## src/rtl/lzc_pkg.sv

```systemverilog
//------------------------------------------------------------------------------
// Module   : lzc_pkg
// Brief    : Shared types and constants for the leading-zero count scheduler.
// Revision : 1.0 - initial release
//------------------------------------------------------------------------------
`default_nettype none

package lzc_pkg;

    localparam int LZ_W = 9;

    typedef enum logic [1:0] {
        IDLE   = 2'd0,
        FEED   = 2'd1,
        RESULT = 2'd2
    } lzc_state_t;

    function automatic bit lzc_width_ok(input int width);
        return (width == 4) || (width == 8) || (width == 16);
    endfunction

endpackage

`default_nettype wire

```

## src/rtl/lzc_word.sv

```systemverilog
//------------------------------------------------------------------------------
// Module   : lzc_word
// Brief    : Combinational leading-zero count of one word, binary-halving tree.
// Revision : 1.0 - initial release
//------------------------------------------------------------------------------
`default_nettype none

module lzc_word #(
    parameter int WIDTH = 8
) (
    input  logic [WIDTH-1:0]        word,
    output logic [$clog2(WIDTH):0]  zeros
);

    localparam int LEVELS = $clog2(WIDTH);
    localparam int CW     = LEVELS + 1;

    logic [WIDTH-1:0] w_vec;
    logic [CW-1:0]    w_cnt;

    // Each level tests the upper half of the remaining window; if it is all
    // zero, count it and shift it out. The final MSB test resolves lz(0)=WIDTH.
    always_comb begin
        w_vec = word;
        w_cnt = '0;
        for (int k = 1; k <= LEVELS; k++) begin
            if ((w_vec >> (WIDTH - (WIDTH >> k))) == '0) begin
                w_cnt = w_cnt + CW'(WIDTH >> k);
                w_vec = w_vec << (WIDTH >> k);
            end
        end
        zeros = w_cnt + {{(CW-1){1'b0}}, ~w_vec[WIDTH-1]};
    end

endmodule

`default_nettype wire

```

## src/rtl/lzc_scheduler.sv

```systemverilog
//------------------------------------------------------------------------------
// Module   : lzc_scheduler
// Brief    : Round-robin scheduler sharing one leading-zero engine among
//            NREQ requesters. Define LZC_SCHED_TURBO_EN for early termination.
// Revision : 1.0 - initial release
//------------------------------------------------------------------------------
`default_nettype none

module lzc_scheduler
    import lzc_pkg::*;
#(
    parameter int WIDTH = 8,
    parameter int WORD  = 4,
    parameter int NREQ  = 4
) (
    input  logic                      CLK,
    input  logic                      rst,
    input  logic [NREQ-1:0]           req_valid,
    input  logic [NREQ-1:0]           req_mode,
    input  logic [NREQ*WIDTH-1:0]     req_data,
    output logic [NREQ-1:0]           req_ready,
    output logic [NREQ-1:0]           req_done,
    output logic                      out_valid,
    input  logic                      out_ready,
    output logic [$clog2(NREQ)-1:0]   out_id,
    output logic [LZ_W-1:0]           out_zero
);

    localparam int GW  = $clog2(NREQ);
    localparam int LCW = $clog2(WIDTH) + 1;
    localparam int WCW = $clog2(WORD + 1);

    if (!lzc_width_ok(WIDTH) || (WIDTH * WORD > 511)) begin : g_bad_cfg
        $error("lzc_scheduler: illegal WIDTH/WORD combination");
    end

    lzc_state_t       r_state, w_state_nxt;
    logic [GW-1:0]    r_ptr, r_gid, w_grant;
    logic [LZ_W-1:0]  r_acc;
    logic [WCW-1:0]   r_wcnt;
    logic             r_stop;
    logic             w_any, w_accept, w_nz, w_turbo, w_last;
    logic [WIDTH-1:0] w_word;
    logic [LCW-1:0]   w_lz;

    // First valid requester at or after r_ptr; lowest offset is assigned last.
    always_comb begin : b_arb
        int j;
        j       = 0;
        w_any   = 1'b0;
        w_grant = '0;
        for (int i = NREQ - 1; i >= 0; i--) begin
            j = int'(r_ptr) + i;
            if (j >= NREQ) j = j - NREQ;
            if (req_valid[j]) begin
                w_any   = 1'b1;
                w_grant = GW'(j);
            end
        end
    end

    assign w_word   = req_data[int'(r_gid)*WIDTH +: WIDTH];
    assign w_accept = (r_state == FEED) && req_valid[r_gid];
    assign w_nz     = |w_word;

    lzc_word #(.WIDTH(WIDTH)) u_word (
        .word  (w_word),
        .zeros (w_lz)
    );

`ifdef LZC_SCHED_TURBO_EN
    logic r_turbo;

    // Mode is taken live on the first word so a nonzero first word can end it.
    assign w_turbo = (r_wcnt == '0) ? req_mode[r_gid] : r_turbo;

    always_ff @(posedge CLK) begin
        if (rst)
            r_turbo <= 1'b0;
        else if (w_accept && (r_wcnt == '0))
            r_turbo <= req_mode[r_gid];
    end
`else
    logic w_unused_mode;
    assign w_unused_mode = ^req_mode;
    assign w_turbo       = 1'b0;
`endif

    assign w_last = w_accept && ((r_wcnt == WCW'(WORD - 1)) || (w_turbo && w_nz));

    always_ff @(posedge CLK) begin
        if (rst) r_state <= IDLE;
        else     r_state <= w_state_nxt;
    end

    always_comb begin
        w_state_nxt = r_state;
        case (r_state)
            IDLE:    if (w_any)     w_state_nxt = FEED;
            FEED:    if (w_last)    w_state_nxt = RESULT;
            RESULT:  if (out_ready) w_state_nxt = IDLE;
            default:                w_state_nxt = IDLE;
        endcase
    end

    always_comb begin
        req_ready = '0;
        req_done  = '0;
        out_valid = 1'b0;
        out_id    = '0;
        out_zero  = '0;
        if (r_state == FEED) begin
            req_ready[r_gid] = 1'b1;
            req_done[r_gid]  = w_last;
        end
        if (r_state == RESULT) begin
            out_valid = 1'b1;
            out_id    = r_gid;
            out_zero  = r_acc;
        end
    end

    always_ff @(posedge CLK) begin
        if (rst) begin
            r_ptr  <= '0;
            r_gid  <= '0;
            r_acc  <= '0;
            r_wcnt <= '0;
            r_stop <= 1'b0;
        end else begin
            case (r_state)
                IDLE: if (w_any) begin
                    r_gid  <= w_grant;
                    r_acc  <= '0;
                    r_wcnt <= '0;
                    r_stop <= 1'b0;
                end
                FEED: if (w_accept) begin
                    r_wcnt <= r_wcnt + 1'b1;
                    // Zeros after the first set bit do not belong to the leading run.
                    if (!r_stop) r_acc <= r_acc + {{(LZ_W-LCW){1'b0}}, w_lz};
                    if (w_nz)    r_stop <= 1'b1;
                end
                RESULT: if (out_ready) begin
                    r_ptr <= (r_gid == GW'(NREQ - 1)) ? '0 : r_gid + 1'b1;
                end
                default: ;
            endcase
        end
    end

endmodule

`default_nettype wire

```

## config.mk

```make
export PLATFORM = sky130hd
export DESIGN_NAME = lzc_scheduler
export DESIGN_NICKNAME = d
export VERILOG_FILES = /design/src/rtl/lzc_pkg.sv /design/src/rtl/lzc_word.sv /design/src/rtl/lzc_scheduler.sv
export SDC_FILE = /design/constraint.sdc
export NUM_CORES = 1
export LEC_CHECK = 0
export BUFFER_PORTS_ARGS = -buffer_cell sky130_fd_sc_hd__buf_2
export CAP_MARGIN = 20
export CORE_AREA = 2 2 67 69
export CTS_CLUSTER_DIAMETER = 200
export DETAILED_ROUTE_END_ITERATION = 6
export DIE_AREA = 0 0 69 71
export PLACE_DENSITY = 0.68
export SLEW_MARGIN = 20
export SYNTH_ARGS = -nofsm -noshare
export SYNTH_HDL_FRONTEND = slang
export SYNTH_SLANG_ARGS = --single-unit
```

## constraint.sdc

```tcl
create_clock -name CLK -period 3.9 [get_ports CLK]
set_clock_uncertainty 0.2 [all_clocks]
set_input_delay 0.195 -clock CLK [delete_from_list [all_inputs] [get_ports CLK]]
set_output_delay 0.195 -clock CLK [all_outputs]
set_load 0.01 [all_outputs]
```

Yosys cells after proc, flatten, opt, wreduce, memory -nomap -nowiden --
Cells that the tools add are included.
Operators by class: muxes and demuxes 55, add/sub/neg operators 13, shift-type cells 1, $lt $le $gt $ge 10, bitwise gates (word level) 2, reductions and logical operators 15, equal/unequal tests 10
Operators with widths (number):
- $lt A32 B4 Y1 const B | 4
- $mux W32 | 4
- $mux W9 | 4
- $shiftx A32 B6 Y8 | 1
- $logic_not A8 Y1 | 3
- $mux W8 | 3
- $mux W1 | 18
- $mux W2 | 9
- $pmux W9 S2 | 1
- $mux W4 | 4
- $ne A2 B2 Y1 const B | 6
- $sub A3 B3 Y4 const B | 3
- $bmux W1 S2 | 5
- $add A9 B4 Y9 | 1
- $ge A3 B3 Y1 const B | 3
- $mux W3 | 3
- $reduce_and A4 Y1 | 2
- $reduce_or A8 Y1 | 1
- $add A2 B2 Y3 const B | 2
- $pmux W2 S3 | 1
- $pmux W3 S2 | 1
- $reduce_and A3 Y1 | 2
- $add A4 B1 Y4 | 1
- $add A4 B1 Y4 const B | 1
- 19 further kinds | 23
Storage, ports and cells: word-level logic and storage cells 112, input bits 43, register bits after elaboration 19, output and inout port bits 20

Logic depth before layout (Yosys ltp) --
Gate-level depths: netlist of the first run.
depth after elaboration 13, gate-level depth with buffers 14

Cells and area by module --
Synthesis of the first run repeated with hierarchy kept, for this count alone.
Second synthesis, totals: cells, all modules 182, area total of the unflattened synthesis 1556.5 um2
By module, submodules not included:
- lzc_scheduler | sequential area each 380.4 um2, cells an instance 165, area each 1443.9 um2, instances 1
- lzc_word | sequential area each 0.0 um2, cells an instance 17, area each 112.6 um2, instances 1

Least setup slack after synthesis of the first run --
Ideal clock, no wire load.
path kind register to register, start reg r_gid[0], end reg r_acc[8], data required time 3.626 ns, arrival 3.361 ns, setup slack 0.265 ns, cell stages (with the launch flop) 14, period minus slack after synthesis 3.635 ns, buffers on the path 0, library setup time 0.074 ns, cells stage by stage dfxtp_1 mux4_2 or2_1 or3_4 o21ai_0 o21a_1 ha_1 inv_1 fa_1 nor2b_1 o21a_1 nor2_1 or4_1 a31oi_1
On the way: longest elaborated chain between the ends 13, elaborated cells between the ends (all ways) 23, those cells by class 4 x add/sub; 1 x eq/ne; 1 x shift; 11 x mux; 1 x bitwise; 5 x reduce/logical
Ends and longest elaborated chain:
- start: declaration | RTL line lzc_scheduler.sv:38 | logic [GW-1:0] r_ptr, r_gid, w_grant;
- start signal: assignment | RTL line lzc_scheduler.sv:133 | r_gid <= w_grant;
- branches (longest 13 deep; another with $add A9 B4 Y9)
- end signal: assignment | RTL line lzc_scheduler.sv:141 | if (!r_stop) r_acc <= r_acc + {{(LZ_W-LCW){1'b0}}, w_lz};
- end: declaration | RTL line lzc_scheduler.sv:39 | logic [LZ_W-1:0] r_acc;
Several ways; the timed one is not identified. The select of a mux whose other input is x is not followed. A chain may end at the register's enable or synchronous reset.

Final worst setup path of the first run --
Same ends and word-level chain as after synthesis.

==> results of run 1 <==
## worst max-delay path: stages, from the launching register on
cell     delay (ns)
dfxtp_4        0.38
mux4_2         0.53
or2_1          0.27
or3_4          0.40
o21ai_0        0.08
o21a_1         0.14
ha_1           0.16
inv_1          0.06
fa_2           0.35
nor2b_1        0.11
o21a_1         0.20
nor2_1         0.09
or4_1          0.48
a31oi_1        0.17
## cell usage in the layout, fill, tap and decap left out, types with 2 or more instances in the layout
master	n
nand3_1	6
buf_4	4
mux2i_1	2
inv_1	12
nor3_1	7
or2_1	2
a31oi_1	3
nor2_1	15
dfxtp_1	18
o21a_1	2
and3_1	2
o21ai_0	4
or3_1	4
mux4_2	9
ha_1	12
nand2_1	16
or4_1	4
nor2b_1	4
buf_2	58
clkbuf_8	3
and2_1	20
a311oi_1	2
a21oi_1	16
o22ai_1	2
## logic make-up after synthesis
kind of cell	Yosys count
and+or+nand+nor	91
AOI/OAI and AO/OA	37
buffers and inverters	20
DFF	19
adders and majority gates	13
muxes	11
xor gates and xnor gates	2
## sequential cells by signal, summed over array words and instances (netlist names)
register / flops
r_stop: 1
r_acc: 9
r_wcnt: 3
r_state: 2
r_ptr: 2
r_gid: 2
## worst paths after layout
| check | end | slack, ns | depth (start not counted) |
|---|---|---|---|
| setup / recovery | r_acc[8] | 0.22 | 13 |
| hold / removal | r_ptr[1] | 0.04 | 3 |
| setup reg to reg | r_acc[8] | 0.22 | 13 |
| hold reg to reg | r_wcnt[2] | 0.29 | 2 |
## what timing repair did
action	4_1_cts	5_1_grt
hold endpoints to repair	0	0
resized for setup	0	5
endpoints found under the setup margin	0	5
## metrics by stage
| step | power, mW | instances |
|---|---|---|
| floorplan | 0.288 | 193 |
| global placement | 0.327 | 300 |
| detailed placement | 0.329 | 300 |
| CTS | 0.472 | 304 |
| global route | 0.495 | 304 |
| finish | 0.465 | 304 |
## per-layer routing
layer,up-vias,GRT usage (%),wire [microns]
met5,-,0,0
met4,0,2.18,17
met3,2,3.99,195
met2,49,26.5,1950
met1,738,23.1,1870
li1,816,-,-
## cell type report
cell class | count | share of cell area (%)
Timing Repair Buffer | 63 | 16.5
Inverter | 12 | 2.24
Tap cell | 52 | 3.23
Clock buffer | 4 | 2.24
Multi-Input combinational cell | 154 | 56.8
Sequential cell | 19 | 19.1
## power groups by stage
stage	Sequential, mW	Combinational (mW)	Clock (mW)
after detailed placement	0.209	0.120	0
after floorplan	0.209	0.0798	0
after CTS	0.205	0.120	0.147
after global routing	0.206	0.137	0.152
after global placement	0.209	0.118	0
final	0.205	0.121	0.139
==> impl_metrics.ini, run 1 <==
[sta]
max_slew.worst_pin.slew_ns = 0.958
finalSetupTns_ns = 0
post-route-period-util_pct = 94.4
finalMaxSlewViolations = 0
fin_crit_ns = 3.68
hold_slack_ns = 0.0379
max_slew_margin_pct = 36.0
finalSetupViolCount = 0
clock.fmax_mhz = 272
setup_ws_ns = 0.217
hold_viol = 0
rsz0062_at_grt = no

[yosys]
synth-edff-count = 0
yosys_warnings = 0
synth_common_cells = 20 x and2_1, 19 x dfxtp_1, 17 x a21oi_1
syn-instance-count = 193
syn_nets = 249
synth_cell_types = 45
yosys.area_share.simple_pct = 31.3
yosysTopAreaCell = dfxtp_1
synth-compound-area-share_pct = 14.2
ys_seq_area_share_pct = 23.8
synth_most_common_cell = and2_1
avgSynthCellArea_sq_um = 8.29
yosysTopAreaCellShare_pct = 23.8
netlist_area_sq_um = 1600
yosys.area_share.adder_pct = 10.6
yosys_register_bits = 19
synth_xor_area_share_pct = 1.10
synth.area.top_cells = dfxtp_1 24%, mux4_2 13%, ha_1 9.4%
synth_top_family_by_area = simple AND/OR/NAND/NOR gates
synth_flop_cell = dfxtp_1
ys_async_sr_fraction_pct = 0
synthMuxAreaShare_pct = 13.9

[cts]
cts_setup_buffers = 0
clock_path_buffers = 2
cts_hold_buf = 0
numCtsBuffers = 3
cts_root_buffer = clkbuf_8
htreeDepth = 1
insertion_delay_ns = 0.25
cts.sink_count = 19
clk_pin_slew_worst_paths_ns = 0.07
tritoncts = built

[final_layout]
area.sequential_sq_um = 384
utilization_pct = 47.9
fin_area_sq_um = 2010
nNetsFinal = 309
area_growth_syn_to_layout_pct = 26.0
drive_gt1_share_pct = 32.9
multi_input_area_sq_um = 1140
antennaDiodeCount = 0
nFillCells = 435

[global_routing]
grt_pass1_wl_mm = 6.75
grt_max_degree = 23
first_global_vias = 1454
antenna_found_initial = 0
grt_usage_pct = 16.4
overflow = 0

[placed_design]
gp_congestion = 0.783
placed_cell_area_sq_um = 1960
dp_hpwl_mm = 3.17
dpl_worst_slack_ns = 0.118
io_buffers = 58

[drt]
firstDrtPassIters = 4
ant_nets = 0
finalWirelength_mm = 4.03
drc_errors = 0
wl_per_cell_microns = 13.3
vias = 1605
drtIter0Drc = 98
avgViaCountPerCell = 5.28

[power_and_ir_drop]
power_frac_clock_pct = 29.9
vdd_drop_max_v = 0.000232
power_switching_mw = 0.134
comb_power_share_pct = 26.0
power.density_nw_per_um2 = 231
seqPwrFrac_pct = 44.1
intPower_mw = 0.331
leakagePower_nw = 0.912
sw_frac_of_total_pct = 28.8

[setup_path]
cp_max_fo = 4
crit_start = r_gid[0]
required_ns = 3.89
r2r-start = r_gid[0]
arrival_ns = 3.67
cp-start-kind = flip-flop
critical_path_class = flip-flop to flip-flop
end_kind = flip-flop

[floorplan]
die_x_microns = 69
fp.coreArea_sq_um = 4200
dieArea_sq_um = 4900
fp-row-count = 24
die_h_microns = 71
boundaryPins = 63
initial_utilization_pct = 38.0

[run]
cap_violations = 0

[hold_path]
hold_path_class = primary input to flip-flop
hp-start = out_ready

[run_status]
status = finished clean
Note: power is estimated with default switching activity, not from simulation.
==> inputs of run 2 (changes only) <==
- CELL_PAD_IN_SITES_DETAIL_PLACEMENT: not set -> 1
- CELL_PAD_IN_SITES_GLOBAL_PLACEMENT: not set -> 1
- CORE_AREA: 2 2 67 69 -> 2 2 75 77
- DIE_AREA: 0 0 69 71 -> 0 0 77 79
- PLACE_DENSITY: 0.68 -> not set
- PLACE_DENSITY_LB_ADDON: not set -> 0.1
==> run 2 against run 1 <==
- die area increased by 24%
- core utilization is 9.7 points lower
- critical path type unchanged
- final area is 1.2% higher
- sequential power is essentially flat
- highest routed layer unchanged
- setup slack worse by 0.00056 ns
- final cell count is 6.3% higher
- largest cell class unchanged
==> impl_metrics.ini, run 2 (same netlist as run 1, synthesis figures left out) <==
[power_and_ir_drop]
power_switching_mw = 0.143
leakagePower_nw = 0.907
comb_power_share_pct = 26.0
intPower_mw = 0.331
seqPwrFrac_pct = 43.3
power_frac_clock_pct = 30.6
power.density_nw_per_um2 = 233
sw_frac_of_total_pct = 30.1
vdd_drop_max_v = 0.0000978

[setup_path]
end_kind = flip-flop
cp_max_fo = 4
path_delay_family = simple AND/OR/NAND/NOR gates
cp-start-kind = flip-flop
crit_top_cell = o21a_1
worst-path-buf-inv = 1
slowest_stage = mux4_2
arrival_ns = 3.68
required_ns = 3.90
critical_path_class = flip-flop to flip-flop
max_stage_delay_ns = 0.54
cp_cell_sequence = mux4_2, or2_4, or3_4, o21ai_0, o21a_1, ha_1, inv_1, fa_2, nor2b_1, o21a_1, nor2_1, or4_1, a31oi_1

[final_layout]
antennaDiodeCount = 0
nNetsFinal = 308
nFillCells = 703
top_register = r_acc
largestRegisters = r_acc x9, r_wcnt x3
area_growth_syn_to_layout_pct = 27.5
largest_register_ffs = 9
layout_common_cells = 58 x buf_2, 20 x and2_1, 18 x dfxtp_1
drive_gt1_share_pct = 33.5
mostFrequentLayoutCell = buf_2

[cts]
htreeDepth = 1
post_cts_resized = 0
insertion_delay_ns = 0.26
cts_hold_buf = 0
tritoncts = built
clk_pin_slew_worst_paths_ns = 0.08
cts.sink_count = 19
cts_root_buffer = clkbuf_8
clock_path_buffers = 2
cts_setup_buffers = 0
numCtsBuffers = 3

[sta]
finalSetupViolCount = 0
hold_slack_ns = 0.0248
fin_crit_ns = 3.68
finalMaxSlewViolations = 0
max_slew.worst_pin.slew_ns = 0.960
max_slew_margin_pct = 35.9
hold_viol = 0
finalSetupTns_ns = 0
clock.fmax_mhz = 271
rsz0062_at_grt = no
post-route-period-util_pct = 94.5

[placed_design]
dp_hpwl_mm = 3.72
io_buffers = 58
gp_congestion = 0.758

[floorplan]
dieArea_sq_um = 6080
die_h_microns = 79
boundaryPins = 63
fp-row-count = 27
initial_utilization_pct = 30.0
die_x_microns = 77
fp.coreArea_sq_um = 5340

[drt]
highest_layer = met4
wl_per_cell_microns = 14.6
met1_length_mm = 2.26
firstDrtPassIters = 4
met2_length_mm = 2.30
vias = 1576
drc_errors = 0
wl_met3_microns = 110
drtIter0Drc = 49
finalWirelength_mm = 4.72
avgViaCountPerCell = 4.88
ant_nets = 0

[run_status]
status = finished clean

[global_routing]
first_global_vias = 1459
grt_max_degree = 23
grt_usage_pct = 15.1
antenna_found_initial = 0
grt_pass1_wl_mm = 7.40
overflow = 0

[run]
cap_violations = 0

[hold_path]
hold_path_class = primary input to flip-flop
-- run 2: cell types whose count changed in the layout (fill, tap and decap cells not counted) --
cell | before | now
a21boi_0 | 1 | 0
a21boi_2 | 0 | 1
a21oi_1 | 16 | 17
a21oi_2 | 1 | 0
buf_6 | 1 | 0
or2_1 | 2 | 1
or2_4 | 0 | 1
xor2_1 | 1 | 0
xor2_2 | 0 | 1
-- run 2: final cells by class --
cell class              instances  area (sq um)  area share (%)
clock buffers                   4          45.0            2.21
inverters                      12          45.0            2.21
flip-flops and latches         19           384            18.8
repair buffers                 62           320            15.7
multi-input cells             154          1150            56.6
well taps                      72          90.1            4.42
-- run 2: worst register-to-register path, stage by stage (launching register included) --
cell,delay [ns]
dfxtp_4,0.39
mux4_2,0.54
or2_4,0.28
or3_4,0.40
o21ai_0,0.08
o21a_1,0.15
ha_1,0.16
inv_1,0.06
fa_2,0.35
nor2b_1,0.12
o21a_1,0.20
nor2_1,0.08
or4_1,0.46
a31oi_1,0.16
-- run 2: through the flow --
step           std cells  total power [mW]  util, %  worst slack (ns)  area, sq um
2_1_floorplan        193             0.288        -             0.265         1600
3_3_place_gp         319             0.332     37.0            0.0832         1970
3_5_place_dp         319             0.333     37.0            0.0650         1970
4_1_cts              323             0.483     37.8            0.0425         2020
5_1_grt              323             0.504     38.2            0.0130         2040
6_report             323             0.474     38.2             0.216         2040
-- run 2: layer usage --
layer	vias to the layer above	GRT usage, %
met2	21	25.4
met1	747	20.9
met4	0	3.75
met5	-	0
met3	5	1.70
li1	803	-
-- run 2: path summary, 6_finish.rpt --
kind	startpoint	end	slack, ns	cells after the start
max	r_gid[0]	r_acc[8]	0.22	13
min	out_ready	r_ptr[1]	0.02	3
max reg2reg	r_gid[0]	r_acc[8]	0.22	13
min reg2reg	r_acc[3]	r_acc[3]	0.28	2
-- run 2: power by group through the flow --
stage | Sequential (mW) | Clock [mW] | Combinational, mW
floorplan | 0.209 | 0 | 0.0798
global placement | 0.210 | 0 | 0.122
detailed placement | 0.210 | 0 | 0.123
CTS | 0.206 | 0.154 | 0.124
global route | 0.207 | 0.159 | 0.138
finish | 0.205 | 0.145 | 0.123
